**src/rtl/dmic_stereo_ctrl_pkg.sv**
```systemverilog
`default_nettype none
// ============================================================================
// Module      : dmic_stereo_ctrl_pkg
// Description : Shared types and constants for the stereo DMIC sequencer.
// Revision    : 1.0 - initial release
// ============================================================================

package dmic_stereo_ctrl_pkg;

    localparam int PCM_W = 16;
    localparam int OVR_W = 8;

    typedef enum logic [1:0] {
        ST_OFF    = 2'd0,
        ST_SETTLE = 2'd1,
        ST_RUN    = 2'd2
    } dmic_state_e;

    // Adds 0..2 overrun events to the counter, pinning at all-ones.
    function automatic logic [OVR_W-1:0] ovr_sat_add(
        input logic [OVR_W-1:0] cnt,
        input logic [1:0]       inc
    );
        logic [OVR_W:0] sum;
        sum = {1'b0, cnt} + {{(OVR_W-1){1'b0}}, inc};
        return sum[OVR_W] ? {OVR_W{1'b1}} : sum[OVR_W-1:0];
    endfunction

endpackage

`default_nettype wire

```
**src/rtl/dmic_clk_div.sv**
```systemverilog
`default_nettype none
// ============================================================================
// Module      : dmic_clk_div
// Description : PDM bit-clock divider; low for the first half period after
//               enable, then a 50% duty square wave of CLK_DIV clk cycles.
// Revision    : 1.0 - initial release
// ============================================================================

module dmic_clk_div #(
    parameter int CLK_DIV = 4
) (
    input  logic clk,
    input  logic rst_n,
    input  logic en,
    input  logic clr,
    output logic mic_clk
);

    localparam int            CW   = $clog2(CLK_DIV);
    localparam logic [CW-1:0] LAST = CW'(CLK_DIV - 1);
    localparam logic [CW-1:0] HALF = CW'(CLK_DIV / 2);

    logic [CW-1:0] cnt;
    logic [CW-1:0] cnt_nxt;

    assign cnt_nxt = (cnt == LAST) ? '0 : cnt + 1'b1;

    always_ff @(posedge clk or negedge rst_n) begin
        if (!rst_n) begin
            cnt     <= '0;
            mic_clk <= 1'b0;
        end else if (clr) begin
            cnt     <= '0;
            mic_clk <= 1'b0;
        end else if (en) begin
            cnt     <= cnt_nxt;
            mic_clk <= (cnt_nxt >= HALF);
        end
    end

endmodule

`default_nettype wire

```
**src/rtl/dmic_stereo_ctrl.sv**
```systemverilog
`default_nettype none
// ============================================================================
// Module      : dmic_stereo_ctrl
// Description : Stereo PDM mic sequencer: bit clock, settle/mute phase and a
//               two-slot L/R buffer drained as one ready/valid stream.
//               Build option DMIC_STEREO_CTRL_MONO_EN removes the R path.
// Revision    : 1.0 - initial release
// ============================================================================

module dmic_stereo_ctrl
    import dmic_stereo_ctrl_pkg::*;
#(
    parameter int CLK_DIV  = 4,
    parameter int SETTLE   = 256,
    parameter int DEC_LOG2 = 6
) (
    input  logic             clk,
    input  logic             rst_n,
    input  logic             en,
    output logic             mic_clk,
    input  logic             l_valid,
    input  logic [PCM_W-1:0] l_pcm,
    input  logic             r_valid,
    input  logic [PCM_W-1:0] r_pcm,
    output logic             out_valid,
    input  logic             out_ready,
    output logic [PCM_W-1:0] out_data,
    output logic             out_ch,
    output logic             running,
    output logic             overrun,
    output logic [OVR_W-1:0] ovr_cnt
);

    localparam logic [1:0]  S_OFF      = ST_OFF;
    localparam logic [1:0]  S_SETTLE   = ST_SETTLE;
    localparam logic [1:0]  S_RUN      = ST_RUN;
    localparam logic [15:0] SETTLE_TGT = 16'(SETTLE);

    logic [1:0]       state;
    logic [15:0]      settle_cnt;
    logic             run;
    logic             div_en;
    logic             div_clr;

    logic             l_full;
    logic             r_full;
    logic [PCM_W-1:0] l_slot;
    logic [PCM_W-1:0] r_slot;

    logic             r_strobe;
    logic [PCM_W-1:0] r_in;
    logic             cap_l;
    logic             cap_r;
    logic             xfer;
    logic             drain_l;
    logic             drain_r;
    logic             ovr_l;
    logic             ovr_r;
    logic [1:0]       ovr_inc;

    logic [DEC_LOG2-1:0] l_gap;
    logic                l_seen;

    // ------------------------------------------------------------------
    // Sequencer: en low always wins and returns to OFF on the next edge.
    // ------------------------------------------------------------------
    always_ff @(posedge clk or negedge rst_n) begin
        if (!rst_n) begin
            state      <= S_OFF;
            settle_cnt <= '0;
        end else if (!en) begin
            state      <= S_OFF;
            settle_cnt <= '0;
        end else begin
            case (state)
                S_OFF: begin
                    state      <= S_SETTLE;
                    settle_cnt <= '0;
                end
                S_SETTLE: begin
                    // The frame that completes the count is itself discarded.
                    if (l_valid) begin
                        if (settle_cnt == SETTLE_TGT) begin
                            state <= S_RUN;
                        end else begin
                            settle_cnt <= settle_cnt + 16'd1;
                        end
                    end
                end
                S_RUN: begin
                    state <= S_RUN;
                end
                default: begin
                    state      <= S_OFF;
                    settle_cnt <= '0;
                end
            endcase
        end
    end

    assign run     = (state == S_RUN);
    assign running = run;

    assign div_en  = en & (state != S_OFF);
    assign div_clr = ~div_en;

    dmic_clk_div #(
        .CLK_DIV (CLK_DIV)
    ) u_clk_div (
        .clk     (clk),
        .rst_n   (rst_n),
        .en      (div_en),
        .clr     (div_clr),
        .mic_clk (mic_clk)
    );

    // ------------------------------------------------------------------
    // Right-channel source selection
    // ------------------------------------------------------------------
`ifdef DMIC_STEREO_CTRL_MONO_EN
    logic unused_r;
    assign unused_r = ^{r_valid, r_pcm};
    assign r_strobe = 1'b0;
    assign r_in     = '0;
`else
    assign r_strobe = r_valid;
    assign r_in     = r_pcm;
`endif

    // ------------------------------------------------------------------
    // Two-slot buffer, left has priority on the output.
    // ------------------------------------------------------------------
    assign out_valid = l_full | r_full;
    assign out_ch    = ~l_full & r_full;
    assign out_data  = l_full ? l_slot : r_slot;

    assign xfer    = out_valid & out_ready;
    assign drain_l = xfer & l_full;
    assign drain_r = xfer & ~l_full & r_full;

    assign cap_l   = run & l_valid;
    assign cap_r   = run & r_strobe;

    // Reloading a slot that is being accepted in the same cycle is lossless.
    assign ovr_l   = cap_l & l_full & ~drain_l;
    assign ovr_r   = cap_r & r_full & ~drain_r;
    assign ovr_inc = {1'b0, ovr_l} + {1'b0, ovr_r};

    always_ff @(posedge clk or negedge rst_n) begin
        if (!rst_n) begin
            l_full  <= 1'b0;
            r_full  <= 1'b0;
            l_slot  <= '0;
            r_slot  <= '0;
            overrun <= 1'b0;
            ovr_cnt <= '0;
        end else if (!en) begin
            l_full  <= 1'b0;
            r_full  <= 1'b0;
            overrun <= 1'b0;
            ovr_cnt <= '0;
        end else begin
            if (cap_l) begin
                l_slot <= l_pcm;
                l_full <= 1'b1;
            end else if (drain_l) begin
                l_full <= 1'b0;
            end

            if (cap_r) begin
                r_slot <= r_in;
                r_full <= 1'b1;
            end else if (drain_r) begin
                r_full <= 1'b0;
            end

            if (ovr_l | ovr_r) begin
                overrun <= 1'b1;
            end
            ovr_cnt <= ovr_sat_add(ovr_cnt, ovr_inc);
        end
    end

    // ------------------------------------------------------------------
    // Frame-gap check: left strobes must be at least one frame apart.
    // ------------------------------------------------------------------
    always_ff @(posedge clk or negedge rst_n) begin
        if (!rst_n) begin
            l_gap  <= '0;
            l_seen <= 1'b0;
        end else if (l_valid) begin
            l_gap  <= '0;
            l_seen <= 1'b1;
        end else if (l_gap != {DEC_LOG2{1'b1}}) begin
            l_gap  <= l_gap + 1'b1;
        end
    end

    always_ff @(posedge clk) begin
        if (rst_n && l_valid && l_seen) begin
            assert (l_gap == {DEC_LOG2{1'b1}});
        end
    end

endmodule

`default_nettype wire

```
**config.mk**
```make
export PLATFORM = sky130hd
export DESIGN_NAME = dmic_stereo_ctrl
export DESIGN_NICKNAME = d
export VERILOG_FILES = /design/src/rtl/dmic_stereo_ctrl_pkg.sv /design/src/rtl/dmic_clk_div.sv /design/src/rtl/dmic_stereo_ctrl.sv
export SDC_FILE = /design/constraint.sdc
export NUM_CORES = 1
export LEC_CHECK = 0
export ABC_AREA = 0
export CORE_AREA = 2 2 72 109
export CTS_CLUSTER_DIAMETER = 80
export DETAILED_ROUTE_END_ITERATION = 10
export DIE_AREA = 0 0 74 111
export PLACE_DENSITY_LB_ADDON = 0.05
export SLEW_MARGIN = 20
export SYNTH_ARGS = -nofsm -noshare
export SYNTH_HDL_FRONTEND = slang
export SYNTH_SLANG_ARGS = --single-unit
```
**constraint.sdc**
```tcl
create_clock -name clk -period 4.3 [get_ports clk]
set_input_delay 0.43 -clock clk [delete_from_list [all_inputs] [get_ports clk]]
set_output_delay 0.43 -clock clk [all_outputs]
set_load 0.01 [all_outputs]
```
# --- Word level (Yosys, flattened, before mapping) ---
# Cells that the tools add are included.
totals:
  regBits: 64
  latchBits: 0
  ram_bits: 0
  romBits: 0
  inputBits: 38
  output_inout_bits: 29
  word_cells: 71
  n_memories: 0
classes:
  addsub: 4
  n_mul: 0
  div_mod_pow: 0
  magnitude_cmp: 1
  eq_ne: 11
  shift: 0
  n_mux: 22
  bitwise_logic: 17
  n_reduce_logical: 6
ops:
  columns: ["op", "count"]
  rows:
  - ["$mux W16", 4]
  - ["$pmux W16 S2", 1]
  - ["$add A16 B1 Y16 const B", 1]
  - ["$eq A16 B9 Y1 const B", 1]
  - ["$mux W8", 2]
  - ["$and A1 B1 Y1", 12]
  - ["$mux W2", 5]
  - ["$add A8 B2 Y9", 1]
  - ["$mux W1", 9]
  - ["$ne A3 B3 Y1 const B", 3]
  - ["$ne A3 B1 Y1 const B", 2]
  - ["$pmux W2 S3", 1]
  - ["$reduce_and A2 Y1", 3]
  - ["$eq A2 B2 Y1 const B", 2]
  - ["$not A1 Y1", 3]
  - ["$reduce_and A3 Y1", 1]
  - ["$add A1 B1 Y2", 1]
  - ["$add A2 B1 Y2 const B", 1]
  - ["$eq A2 B1 Y1 const B", 1]
  - ["$ge A2 B2 Y1 const B", 1]
  - ["$logic_not A2 Y1", 1]
  - ["$ne A2 B1 Y1 const B", 1]
  - ["$ne A2 B2 Y1 const B", 1]
  - ["$or A1 B1 Y1", 2]
  - ["$reduce_bool A2 Y1", 1]

# --- Depth between registers and ports, before layout ---
# Gate-level depths: netlist (run 1).
logic_depth:
  depth_word: 10
  mapped_depth: 10
  depth_no_buf: 9

# --- By module ---
# Synthesis (run 1) repeated with hierarchy kept, for this count alone.
unflattened:
  cells_unflattened: 272
  hier_area_um2: 3163.0
by_module_without_submodules:
  columns: ["module", "n_inst", "cells_per_inst", "area_each_um2", "seq_area_each_um2"]
  rows:
  - ["dmic_stereo_ctrl", 1, 264, 3062.9, 1526.5]
  - ["dmic_clk_div", 1, 8, 100.1, 50.0]

# --- Worst setup path after synthesis (run 1) ---
# No wires, ideal clock.
synth_timing:
  path_kind: "reg-to-reg"
  from: "register state[0]"
  to: "register ovr_cnt[0]"
  setup_time_ps: 78
  arrival_time_ps: 2463
  required_ps: 4222
  setup_slack_ps: 1758
  path_stages_with_launch: 11
  n_path_buf: 1
  period_less_slack_ps: 2542
  cell_sequence: "dfrtp_1 inv_1 ha_1 buf_2 nand2_1 or2_1 fa_1 and4b_1 and3_1 nand3_1 a21oi_1"
synth_via:
  elab_chain_len: 8
  elab_cells_between_ends: 11
  classes_between: "add/sub (2); eq/ne (1); mux (2); bitwise (6)"
synth_rtl:
  columns: ["item", "line", "source"]
  rows:
  - ["start: declaration", "dmic_stereo_ctrl.sv:39", "logic [1:0] state;"]
  - ["start signal: assignment", "dmic_stereo_ctrl.sv:69", "state <= S_OFF;"]
  - ["start signal: assignment", "dmic_stereo_ctrl.sv:72", "state <= S_OFF;"]
  - ["start signal: assignment", "dmic_stereo_ctrl.sv:77", "state <= S_SETTLE;"]
  - ["$eq A2 B2 Y1 *", "dmic_stereo_ctrl.sv:101", "assign run = (state == S_RUN);"]
  - ["via running", "dmic_stereo_ctrl.sv:29", "output logic running,"]
  - ["$and A1 B1 Y1 (on tied branches)", "dmic_stereo_ctrl.sv:141, dmic_stereo_ctrl.sv:142", null]
  - ["$and A1 B1 Y1 (on tied branches) (2 in a row)", "dmic_stereo_ctrl.sv:145, dmic_stereo_ctrl.sv:146", null]
  - ["$add A1 B1 Y2 *", "dmic_stereo_ctrl.sv:147", "assign ovr_inc = {1'b0, ovr_l} + {1'b0, ovr_r};"]
  - ["$add A8 B2 Y9 *", "dmic_stereo_ctrl_pkg.sv:25", "sum = {1'b0, cnt} + {{(OVR_W-1){1'b0}}, inc};"]
  - ["$mux W8 *", "dmic_stereo_ctrl_pkg.sv:26", "return sum[OVR_W] ? {OVR_W{1'b1}} : sum[OVR_W-1:0];"]
  - ["$mux W8 *", "dmic_stereo_ctrl.sv:157", "end else if (!en) begin"]
  - ["end signal: assignment", "dmic_stereo_ctrl.sv:180", "ovr_cnt <= ovr_sat_add(ovr_cnt, ovr_inc);"]
  - ["end: declaration", "dmic_stereo_ctrl.sv:31", "output logic [OVR_W-1:0] ovr_cnt"]
# Mark *: on every way through the listed nets, which the timed path passes. The rest lies on a longest branch.
# A chain may end at the register's enable or synchronous reset.

# --- Worst setup path after layout (run 1) ---
layout_timing:
  from: "register l_full"
  to: "register ovr_cnt[3]"
layout_via:
  elab_chain_len: 10
  elab_cells_between_ends: 15
  classes_between: "add/sub (2); mux (2); bitwise (11)"
layout_rtl:
  columns: ["item", "line", "source"]
  rows:
  - ["start: declaration", "dmic_stereo_ctrl.sv:45", "logic l_full;"]
  - ["start signal: assignment", "dmic_stereo_ctrl.sv:151", "l_full <= 1'b0;"]
  - ["start signal: assignment", "dmic_stereo_ctrl.sv:158", "l_full <= 1'b0;"]
  - ["start signal: assignment", "dmic_stereo_ctrl.sv:165", "l_full <= 1'b1;"]
  - ["$or A1 B1 Y1", "dmic_stereo_ctrl.sv:133", "assign out_valid = l_full | r_full;"]
  - ["$and A1 B1 Y1", "dmic_stereo_ctrl.sv:137", "assign xfer = out_valid & out_ready;"]
  - ["$and A1 B1 Y1 (2 in a row)", "dmic_stereo_ctrl.sv:139", "assign drain_r = xfer & ~l_full & r_full;"]
  - ["$not A1 Y1", "dmic_stereo_ctrl.sv:146", "assign ovr_r = cap_r & r_full & ~drain_r;"]
  - ["$and A1 B1 Y1", "dmic_stereo_ctrl.sv:146", null]
  - ["$add A1 B1 Y2 *", "dmic_stereo_ctrl.sv:147", null]
  - ["$add A8 B2 Y9 *", "dmic_stereo_ctrl_pkg.sv:25", null]
  - ["$mux W8 *", "dmic_stereo_ctrl_pkg.sv:26", null]
  - ["$mux W8 *", "dmic_stereo_ctrl.sv:157", null]
# Mark *: on every way between the ends. The rest lies on a longest branch, timed or not.

==> results list, run 1 <==
- Setup repair after global routing left no endpoint under its margin.
* First-pass detailed-route iteration total: 4
- In this run the worst hold path is classified as primary input to async pin.
- Of all nets on the critical path, the largest fanout is 20.
* Number of enable-type register cells in the synthesized netlist: 0
* Share of flip-flops with an asynchronous set or reset: 1.00
- Final wirelength: 7120 µm
- Largest cells by area after synthesis: dfrtp_1 (49%), mux2_2 (10%), mux2_1 (6.7%)
- Primary FF master, synth: dfrtp_1
- The number of antenna violations at the first check in global routing was 0.
* Number of global-route vias before repair: 2476
* Setup repair bufs after CTS: 0
* Number of cell instances on the worst register-to-register path: 7
- Cells resized by post-CTS repair: 0
* Residual antenna-violating net count after detailed routing: 0
- Dividing the detail-routed wire length by the instance count gives 16.2 µm.
- 0 antenna diodes ended up in the layout.
- Fraction of layout instances using a drive strength above 1: 0.183
* YS warnings: 0
* Outcome: finished, final reports clean
- 67 I/O pins were placed.
- Max H-tree Level: 3
- Setup slack of the worst register-to-register path: 1.47 ns
- Measured along the x axis, the die boundary spans 74 µm.
- Setup TNS: 0 ns
- The design draws 0.00237 W.
* Maximum operating frequency: 353 MHz
- TritonCTS built the clock tree.
- The number of different library cells used by synthesis comes to 55.
- The clock net in this run drives a total of 63 sinks.
- The initial utilization of the core area, before any placement, comes to 0.434.
- The worst pin sits at a relative slew slack of 0.495.
- Startpoint Class: register
* Syn Inst Count: 267
* Core Region: 0.00737 mm²
* Power per unit of standard cell area: 558 mW/mm²
- The average instance in the mapped netlist occupies 12.0 µm².
- Share of the yosys chip area belonging to registers: 0.493
- Setup slack on the critical path of the routed design comes to 1.47 ns.
* Total GRT Usage: 0.194
- Detailed placement ended at an HPWL of 5190 µm.
* Final period util: 0.658
- Hold Fails Final Rpt: 0
- Of the post-synthesis cell area, the dominant cell type holds 0.493.
- Final worst clock skew: 0.0102 ns
- Worst slack at placement: 1.41 ns
- Grt ovf: 0
- P_leak: 1.76 nW
- Worst endpoint required time: 4.54 ns
* RR Endpoint: ovr_cnt[3]$_DFF_PN0_
- Peak VDD IR: 0.000316 V
- Largest net degree at the start of global routing: 34
* Crit path arrival time: 3.07 ns
- Placer's final routability congestion estimate: 0.850
- In this run the clock root is driven by a clkbuf_16.
* Actual slew at the worst max-slew pin: 0.757 ns
* Type of the setup path with the least slack: register to register
- After floorplanning, the core was divided into 39 placement rows.
- DIE AREA: 0.00821 mm²
* Number of CTS-inserted buffers: 9
* Startpoint of the worst register-to-register path: l_full$_DFFE_PN0P_
- Synthesized netlist net count: 312
- Most common library cell in the layout ignoring fill and taps: clkdlybuf4s50_1
- Cell type contributing the most total cell area after synthesis: dfrtp_1
- The worst setup path is captured at a register.
* Clock buffer depth: 2
* Clk Latency, worst-skew pair: 0.32 ns
- Setup violators final: 0
- Maximum Capacitance Violations: 0
- In this run the cell area of the synthesized design comes to 0.00320 mm².
- Vias per cell: 5.27
- Buffers inserted to repair hold after CTS numbered 0.
* Slew Viols, Final: 0
* DRC marker count from the first detailed-route iteration: 95
- Top library cells by usage in the layout, fill and taps aside: clkdlybuf4s50_1 (65), dfrtp_1 (63), mux2_2 (29), mux2_1 (19), nand2_1 (16)
- Net total in the final layout: 379
* Crit path time final: 2.83 ns
- In this run the vertical extent of the chip is 111 µm.
- Summing over every cut layer, the via total after detailed routing is 2325.
- P&R area growth vs syn: 32.7%
* DRC: 0
* Number of buffer cells added on primary ports: 66
- Hold Slack: 0.156 ns
- The first global-routing pass estimated 12200 µm of wire.
* Clock-pin slew on the worst setup and hold paths: 0.06 ns
- Synthesized flop and latch total: 63
==> cells in the mapped netlist, types with 2 or more instances <==
cell type / instances
a21o_1: 2
a21oi_1: 11
a31oi_1: 7
and2_1: 3
and3_1: 3
and4_1: 6
buf_2: 5
buf_4: 3
dfrtp_1: 63
ha_1: 6
inv_1: 9
mux2_1: 19
mux2_2: 29
mux2i_1: 4
nand2_1: 16
nand2b_1: 3
nand3_1: 10
nand3_2: 2
nand4_1: 4
nor2_1: 4
nor2b_1: 4
nor3_1: 2
nor4_1: 2
nor4_2: 2
nor4b_2: 2
o211ai_1: 5
o21ai_0: 2
o311ai_1: 3
o31ai_1: 5
or2_1: 3
or2_2: 2
or2b_1: 2
xnor2_1: 2
==> state kept, by name, summed over array words and instances (netlist names) <==
register / cells
state: 2
l_slot: 16
r_full: 1
settle_cnt: 16
overrun: 1
u_clk_div.cnt: 2
r_slot: 16
l_full: 1
ovr_cnt: 8
==> logic make-up (layout without fill, tap and decap cells) <==
group,after synthesis,count (layout),share of synthesized area
buf+inv,21,93,0.0337
fa+ha+maj,7,7,0.0297
xor+xnor,3,3,0.00822
mux,52,52,0.182
compound gates,42,42,0.0971
flops,63,63,0.493
simple gates,79,79,0.157
==> critical path, stage by stage, from the launching register on <==
cell and delay [ns]:
dfrtp_1 0.83, o21ai_0 0.23, or2_1 0.28, fa_1 0.42, and4b_1 0.34, and3_1 0.25, nand3_1 0.22, a21oi_1 0.19
==> layout make-up <==
| class | instances | area [µm²] |
|---|---|---|
| flip-flops and latches | 63 | 1580 |
| repair buffers | 67 | 663 |
| fillers | 665 | 3130 |
| well taps | 102 | 128 |
| clock inverters | 3 | 65.1 |
| clock buffers | 13 | 260 |
| multi-input cells | 183 | 1510 |
| inverters | 10 | 37.5 |
==> where the power goes <==
part	switching (W)	internal, W	total (W)
Clock	0.000249	0.000538	0.000787
Combinational	0.000301	0.000425	0.000726
Sequential	0.0000893	0.000765	0.000854
==> how the worst max path moves through the flow <==
stage                     cells past startpoint                   end                  from  slack [ns]
after floorplan                              10  ovr_cnt[0]$_DFF_PN0_  state[0]$_DFFE_PN0P_        1.76
after CTS                                     7  ovr_cnt[3]$_DFF_PN0_    l_full$_DFFE_PN0P_        1.42
after global routing                          7  ovr_cnt[3]$_DFF_PN0_    l_full$_DFFE_PN0P_        1.17
after detailed placement                      7  ovr_cnt[0]$_DFF_PN0_    l_full$_DFFE_PN0P_        1.41
final                                         7  ovr_cnt[3]$_DFF_PN0_    l_full$_DFFE_PN0P_        1.47
after global placement                        7  ovr_cnt[0]$_DFF_PN0_    l_full$_DFFE_PN0P_        1.47
==> routing by layer <==
metal  GRT usage  wire (µm)
met5           0          0
met4      0.0642        113
met3      0.0536        264
met2       0.329       3880
met1       0.232       2860
==> metrics by stage <==
step | instances | instance area (µm²) | utilization
finish | 441 | 4240 | 0.576
global route | 441 | 4240 | 0.576
global placement | 425 | 3920 | 0.532
detailed placement | 425 | 3920 | 0.532
floorplan | 267 | 3200 | -
CTS | 441 | 4240 | 0.576
No activity file was read; power rests on OpenSTA's default activity.
==> inputs of run 2 (changes only) <==
==> constraint.sdc (replaced) <==
create_clock -name clk -period 2.75 [get_ports clk]
set_input_delay 0.275 -clock clk [delete_from_list [all_inputs] [get_ports clk]]
set_output_delay 0.275 -clock clk [all_outputs]
set_load 0.01 [all_outputs]
==> run 2 against run 1 <==
Against the previous run: sequential share of layout area increased by 0.19 points; critical path depth rose by 2; clock skew down 0.0067 ns; global-route usage grew 0.49 points; sequential power rose by 55%; sequential cell count stayed put; non-clock buffer count increased by 7; critical path type unchanged.
==> results list, run 2 (synthesis gave the netlist of run 1 again) <==
- The clock slew seen by the registers of the worst setup and hold paths came to 0.05 ns (was 0.06 ns).
- Type of the tightest min-delay check: primary input to async pin (unchanged)
- Grt ovf: 0 (unchanged)
- Row count: 39 (unchanged)
- The number of global-route vias before repair is 2588 (was 2476).
- Crit path largest cell delay: 0.42 ns (was 0.83 ns)
- Slew HR: 0.400 (was 0.495)
- P_leak: 1.76 nW (about the same)
* Die width: 74 µm (unchanged)
- The routed length per placed instance was 16.3 µm (was 16.2 µm).
- Number of buffer cells added on primary ports: 66 (unchanged)
- First-pass detailed-route iteration total: 4 (unchanged)
- Final HPWL from detailed placement: 5350 µm (was 5190 µm)
* Most common library cell in the layout ignoring fill and taps: clkdlybuf4s50_1 (unchanged)
- First-pass GRT wire length: 12400 µm (was 12200 µm)
* Met2 routing resource usage after global routing: 0.340 (was 0.329)
- Setup repair after global routing missed its margin: false (unchanged)
- Clock tree from TritonCTS: yes (unchanged)
- The kind of end point of the critical path is a register (unchanged).
- Number of placed instances, taps included: 432 (was 425)
- Number of cell instances on the worst register-to-register path: 9 (was 7)
- Number of antenna violations at the first check in global routing: 0 (unchanged)
- Met3 Resource Use GR: 0.0364 (was 0.0536)
* Crit path arrival time: 2.78 ns (was 3.07 ns)
* Type of the setup path with the least slack: register to register (unchanged)
- Startpoint of the worst register-to-register path: state[0]$_DFFE_PN0P_ (was l_full$_DFFE_PN0P_)
* Internal power consumption: 0.00248 W (was 0.00173 W)
- The setup slack of the worst register-to-register path was 0.22 ns (was 1.47 ns).
- The routability congestion estimate from global placement was 0.869 (was 0.850).
- The largest fanout on the critical path is 6 (was 20).
* Number of CTS-inserted buffers: 9 (unchanged)
- Initial Util: 0.434 (unchanged)
- The area growth from synthesis to layout was 32.1% (was 32.7%).
* Worst endpoint required time: 3.00 ns (was 4.54 ns)
- Critical Path Start: state[0]$_DFFE_PN0P_ (was l_full$_DFFE_PN0P_)
* Outcome: finished, final reports clean (unchanged)
- The combinational fraction of design power came to 0.338 (was 0.307).
- DRC: 0 (unchanged)
- Setup TNS: 0 ns (unchanged)
- Fraction of layout instances using a drive strength above 1: 0.195 (was 0.183)
- The die area came to 0.00821 mm² (unchanged).
- The final setup skew is 0.00352 ns (was 0.0102 ns).
- RR Endpoint: ovr_cnt[1]$_DFF_PN0_ (was ovr_cnt[3]$_DFF_PN0_)
* Number of vias in the routed layout: 2358 (was 2325)
- The most used routing layer is met2 (unchanged).
- The master cell of the clock root buffer is clkbuf_16 (unchanged).
* Startpoint Class: register (unchanged)
- The net count of the finished layout is 386 (was 379).
- The power per standard cell area was 821 mW/mm² (was 558 mW/mm²).
- The met1 global-route usage came to 0.228 (was 0.232).
- Antenna diode count: 0 (unchanged)
- The total length of routed wires is 7250 µm (was 7120 µm).
* Top library cells by usage in the layout, fill and taps aside: clkdlybuf4s50_1 (65), dfrtp_1 (63), mux2_2 (29), mux2_1 (19), nand2_1 (16) (unchanged)
- Worst-path cell with the longest stage delay: fa_1 (was dfrtp_1)
* Setup violators final: 0 (unchanged)
- The number of sinks handled by clock tree synthesis was 63 (unchanged).
- Slew Viols, Final: 0 (unchanged)
* Crit path time final: 2.53 ns (was 2.83 ns)
- The fraction of power spent switching nets was 0.285 (was 0.270).
- The number of antenna-violating nets in the routed design is 0 (unchanged).
- The part of the power in the clock network is 0.281 (was 0.333).
- Actual slew at the worst max-slew pin: 0.900 ns (was 0.757 ns)
* Maximum Capacitance Violations: 0 (unchanged)
- The maximum number of pins on one net before global-route repair was 40 (was 34).
* Maximum operating frequency: 395 MHz (was 353 MHz)
* Final period util: 0.921 (was 0.658)
- DRC marker count from the first detailed-route iteration: 119 (was 95)
* Cells traversed along the worst timing path: inv_1 > ha_1 > nand2_1 > or2_1 > fa_1 > and4b_1 > and3_1 > nand3_2 > a21oi_1 (was o21ai_0 > or2_1 > fa_1 > and4b_1 > and3_1 > nand3_1 > a21oi_1)
* Capture point of the worst path: ovr_cnt[1]$_DFF_PN0_ (was ovr_cnt[3]$_DFF_PN0_)
* Top-level I/O count: 67 (unchanged)
- The number of failing hold endpoints at the final stage was 0 (unchanged).
- Post-Layout Cell Count: 446 (was 441)
- The peak ir drop on the vdd network was 0.000536 V (was 0.000316 V).
* Number of buffers inserted for hold repair after clock tree synthesis: 0 (unchanged)
- Vias per cell: 5.29 (was 5.27)
* Power spent charging and discharging nets: 0.000987 W (was 0.000639 W)
- The H-tree depth reported by CTS came to 3 (unchanged).
- Clk Latency, worst-skew pair: 0.33 ns (was 0.32 ns)
- Largest registers: l_slot (16), r_slot (16), settle_cnt (16) (unchanged).
- The number of buffers on the longest clock path is 2 (unchanged).
* Total GRT Usage: 0.199 (was 0.194)
- Fill count: 682 (was 665)
* Sequential fraction of design power: 0.382 (was 0.361)
- Die Span Y: 111 µm (unchanged)
- The standard cell core area was 0.00737 mm² (unchanged).
[run 2: how the worst min path moves through the flow]
stage	startpoint	endpoint	slack, ns	cells after the start
final	rst_n	l_slot[0]$_DFFE_PN0P_	0.06	1
after global routing	rst_n	l_slot[0]$_DFFE_PN0P_	0.15	1
after CTS	rst_n	settle_cnt[1]$_DFFE_PN0P_	0.11	1
after floorplan	rst_n	l_full$_DFFE_PN0P_	-0.02	0
after detailed placement	u_clk_div.cnt[0]$_DFF_PN0_	u_clk_div.cnt[0]$_DFF_PN0_	0.42	1
after global placement	u_clk_div.cnt[0]$_DFF_PN0_	u_clk_div.cnt[0]$_DFF_PN0_	0.42	1
[run 2: cell type report]
cell class / instances / area, µm² / area share
inverters: 10 / 37.5 / 0.00889
clock inverters: 2 / 10.0 / 0.00237
repair buffers: 74 / 716 / 0.170
clock buffers: 12 / 236 / 0.0560
well taps: 102 / 128 / 0.0302
flip-flops and latches: 63 / 1580 / 0.373
multi-input cells: 183 / 1520 / 0.360
[run 2: routing by layer]
metal	vias up	wire, µm
li1	1126	-
met1	1170	2900
met2	49	3900
met3	13	259
met4	0	184
met5	-	0
[run 2: power by group through the flow]
stage | Combinational (W) | Sequential (W) | Clock (W)
2_1_floorplan | 0.000712 | 0.00130 | 0
3_3_place_gp | 0.00117 | 0.00133 | 0
3_5_place_dp | 0.00119 | 0.00134 | 0
4_1_cts | 0.00119 | 0.00133 | 0.000992
5_1_grt | 0.00129 | 0.00136 | 0.00103
6_report | 0.00117 | 0.00132 | 0.000972
[run 2: what timing repair did]
item | 4_1_cts | 5_1_grt
endpoints found under the setup margin | 0 | 6
buffers inserted | 0 | 0
hold endpoints to repair | 0 | 0
gates resized for setup | 0 | 1
[run 2: stage by stage]
step	hold slack (ns)	power [W]	area (µm²)	utilization	worst slack, ns
floorplan	-0.0206	0.00201	3200	-	0.208
global placement	0.421	0.00251	3970	0.539	0.173
detailed placement	0.423	0.00253	3970	0.539	0.0879
CTS	0.106	0.00351	4220	0.572	0.105
global route	0.155	0.00368	4220	0.573	0.0120
finish	0.0632	0.00346	4220	0.573	0.216
[run 2: critical path: cells and delay by family, from the launching register on]
family,cells,cell delay [ns]
AOI/OAI and AO/OA,1,0.17
adders and majority gates,2,0.68
and+or+nand+nor,5,1.12
DFF,1,0.39
buffers and inverters,1,0.08
==> inputs of run 3 (changes only) <==
--- a/config.mk
+++ b/config.mk
@@ -10,7 +10,7 @@
 export CTS_CLUSTER_DIAMETER = 80
 export DETAILED_ROUTE_END_ITERATION = 10
 export DIE_AREA = 0 0 74 111
-export PLACE_DENSITY_LB_ADDON = 0.05
+export PLACE_DENSITY = 0.7
 export SLEW_MARGIN = 20
 export SYNTH_ARGS = -nofsm -noshare
 export SYNTH_HDL_FRONTEND = slang
==> run 3 against run 2 <==
Against the previous run: maximum frequency up 1.2%; sequential power about the same; power grew 8.7%; non-clock buffer count increased by 1; critical path depth is the same; largest power group unchanged; sequential share of layout area is 0.91 points lower; clock skew is essentially flat; worst hold slack got worse by 0.049 ns; worst setup slack gained 0.029 ns; critical endpoint is now ovr_cnt[0]$_DFF_PN0_; sequential cell count stayed put.
==> results list, run 3 (synthesis gave the netlist of run 1 again) <==
- The fraction of power spent switching nets came to 0.264 (was 0.285).
* DRC: 0 (unchanged)
- Most common library cell in the layout ignoring fill and taps: clkdlybuf4s50_1 (unchanged)
- The required time of the critical path is 3.00 ns (about the same).
- Hold Fails Final Rpt: 0 (unchanged)
- The total length of routed wires is 7110 µm (was 7250 µm).
- The number of violations reported at the end of detailed-routing iteration 0 is 85 (was 119).
- The remaining global-route overflow is 0 (unchanged).
- The fraction of layout cells with a size suffix above 1 is 0.207 (was 0.195).
- Library cell used as clock root buffer: clkbuf_16 (unchanged)
- The top-level port count was 67 (unchanged).
* Die Span Y: 111 µm (unchanged)
- Setup repair after global routing missed its margin: false (unchanged).
* Clock buffer depth: 2 (unchanged)
* Die width: 74 µm (unchanged)
* Post-Layout Cell Count: 449 (was 446)
- Cells traversed along the worst timing path: inv_1 > ha_1 > nand2_1 > or2_1 > fa_1 > and4b_1 > and3_1 > nand3_2 > a21oi_1 (unchanged).
- The net count of the finished layout is 387 (was 386).
- The internal portion of total power came to 0.00277 W (was 0.00248 W).
- The kind of start point of the critical path is a register (unchanged).
- Number of CTS-inserted buffers: 9 (unchanged)
- Setup violators final: 0 (unchanged)
* Crit path arrival time: 2.75 ns (was 2.78 ns)
- Outcome: finished, final reports clean (unchanged).
- Setup TNS: 0 ns (unchanged)
* Crit path time final: 2.50 ns (was 2.53 ns)
- Type of the setup path with the least slack: register to register (unchanged)
* Final worst clock skew: 0.00371 ns (was 0.00352 ns)
* Total clock sinks: 63 (unchanged)
- Maximum operating frequency: 399 MHz (was 395 MHz)
* Total GRT Usage: 0.198 (was 0.199)
- The final design utilization came to 0.587 (was 0.573).
- The routability congestion estimate from global placement is 0.875 (was 0.869).
- Max H-tree Level: 3 (unchanged)
- The net load switching power came to 0.000993 W (was 0.000987 W).
- The max-cap check violation count is 0 (unchanged).
- Core Region: 0.00737 mm² (unchanged)
- Critical path endpoint category: register (unchanged)
- Number of buffers inserted for hold repair after clock tree synthesis: 0 (unchanged)
* Critical path peak fanout: 6 (unchanged)
* Row count: 39 (unchanged)
* Actual slew at the worst max-slew pin: 0.747 ns (was 0.900 ns)
- Sequential fraction of design power: 0.351 (was 0.382)
- The worst hold slack across all endpoints is 0.0139 ns (was 0.0632 ns).
- The total via count after detailed routing came to 2354 (was 2358).
- Antenna diode count: 0 (unchanged)
- Final HPWL from detailed placement: 5250 µm (was 5350 µm)
* Final period util: 0.911 (was 0.921)
- Cells resized by post-CTS repair: 0 (unchanged)
- First-pass GRT wire length: 12300 µm (was 12400 µm)
- Post-layout worst setup margin: 0.246 ns (was 0.216 ns)
* Worst-path cell with the longest stage delay: fa_1 (unchanged)
- The part of the power in the clock network was 0.338 (was 0.281).
- The count of TritonRoute iterations in the first routing pass was 4 (unchanged).
- Type of the tightest min-delay check: primary input to async pin (unchanged)
* P_leak: 1.81 nW (was 1.76 nW)
* Largest net degree at the start of global routing: 34 (was 40)
- Portion of total power attributed to combinational logic: 0.310 (was 0.338)
* Number of global-route vias before repair: 2603 (was 2588)
- Number of placed instances, taps included: 433 (was 432)
- Top library cells by usage in the layout, fill and taps aside: clkdlybuf4s50_1 (65), dfrtp_1 (63), mux2_2 (29), mux2_1 (19), nand2_1 (16) (unchanged).
- DIE AREA: 0.00821 mm² (unchanged)
* Vias per cell: 5.24 (was 5.29)
- The peak per-stage delay on the critical path is 0.43 ns (was 0.42 ns).
* Initial Util: 0.434 (unchanged)
* Worst slack at placement: 0.0644 ns (was 0.0879 ns)
- Largest registers: l_slot (16), r_slot (16), settle_cnt (16) (unchanged).
- Clock-pin slew on the worst setup and hold paths: 0.05 ns (about the same)
* Power per unit of standard cell area: 870 mW/mm² (was 821 mW/mm²)
- Setup slack of the worst register-to-register path: 0.25 ns (was 0.22 ns)
- The clock tree from TritonCTS was yes (unchanged).
- The total count of max-transition violations in the final report was 0 (unchanged).
- Number of antenna violations at the first check in global routing: 0 (unchanged)
- The latest clock arrival within the worst-skew pair came to 0.33 ns (about the same).
- P&R area growth vs syn: 35.3% (was 32.1%)
- Peak VDD IR: 0.000617 V (was 0.000536 V)
- Slew HR: 0.502 (was 0.400)
* Final routed wire length divided by cell count: 15.8 µm (was 16.3 µm)
- Setup repair bufs after CTS: 0 (unchanged)
- Number of buffer cells added on primary ports: 66 (unchanged)
- The number of antenna-violating nets in the routed design was 0 (unchanged).
run 3: critical path, delay by kind of cell (launching register included):
family	cells	cell delay (ns)
flops	1	0.39
simple gates	5	1.12
fa+ha+maj	2	0.65
compound gates	1	0.18
buf+inv	1	0.09
run 3: power by group through the flow:
stage          logic [W]  registers, W  clock network [W]
2_1_floorplan   0.000712       0.00130                  0
3_3_place_gp     0.00117       0.00133                  0
3_5_place_dp     0.00118       0.00134                  0
4_1_cts          0.00119       0.00133            0.00130
5_1_grt          0.00128       0.00136            0.00135
6_report         0.00117       0.00132            0.00127
run 3: through the flow:
stage                     total power [W]  instance area [µm²]
after floorplan                   0.00201                 3200
after global placement            0.00249                 3980
after detailed placement          0.00252                 3980
after CTS                         0.00382                 4320
after global routing              0.00400                 4330
final                             0.00377                 4330
run 3: final timing paths:
kind	start	to	cells past startpoint
min in group clk	u_clk_div.cnt[0]$_DFF_PN0_	u_clk_div.cnt[0]$_DFF_PN0_	1
worst max register to register	state[0]$_DFFE_PN0P_	ovr_cnt[0]$_DFF_PN0_	9
worst min register to register	u_clk_div.cnt[0]$_DFF_PN0_	u_clk_div.cnt[0]$_DFF_PN0_	1
worst min-delay path	rst_n	settle_cnt[1]$_DFFE_PN0P_	1
worst max-delay path	state[0]$_DFFE_PN0P_	ovr_cnt[0]$_DFF_PN0_	9
max in group asynchronous	rst_n	l_slot[2]$_DFFE_PN0P_	2
run 3: layer usage:
metal | global-route usage | up-vias | wire length (µm)
met5 | 0 | - | 0
met4 | 0.0873 | 0 | 145
met3 | 0.0573 | 10 | 409
met2 | 0.335 | 72 | 3740
met1 | 0.225 | 1138 | 2820
li1 | - | 1134 | -
run 3: layout make-up:
class	count	area (µm²)
repair buffers	75	723
flip-flops and latches	63	1580
clock buffers	14	284
fillers	615	3040
well taps	102	128
inverters	10	37.5
clock inverters	2	60.1
multi-input cells	183	1520
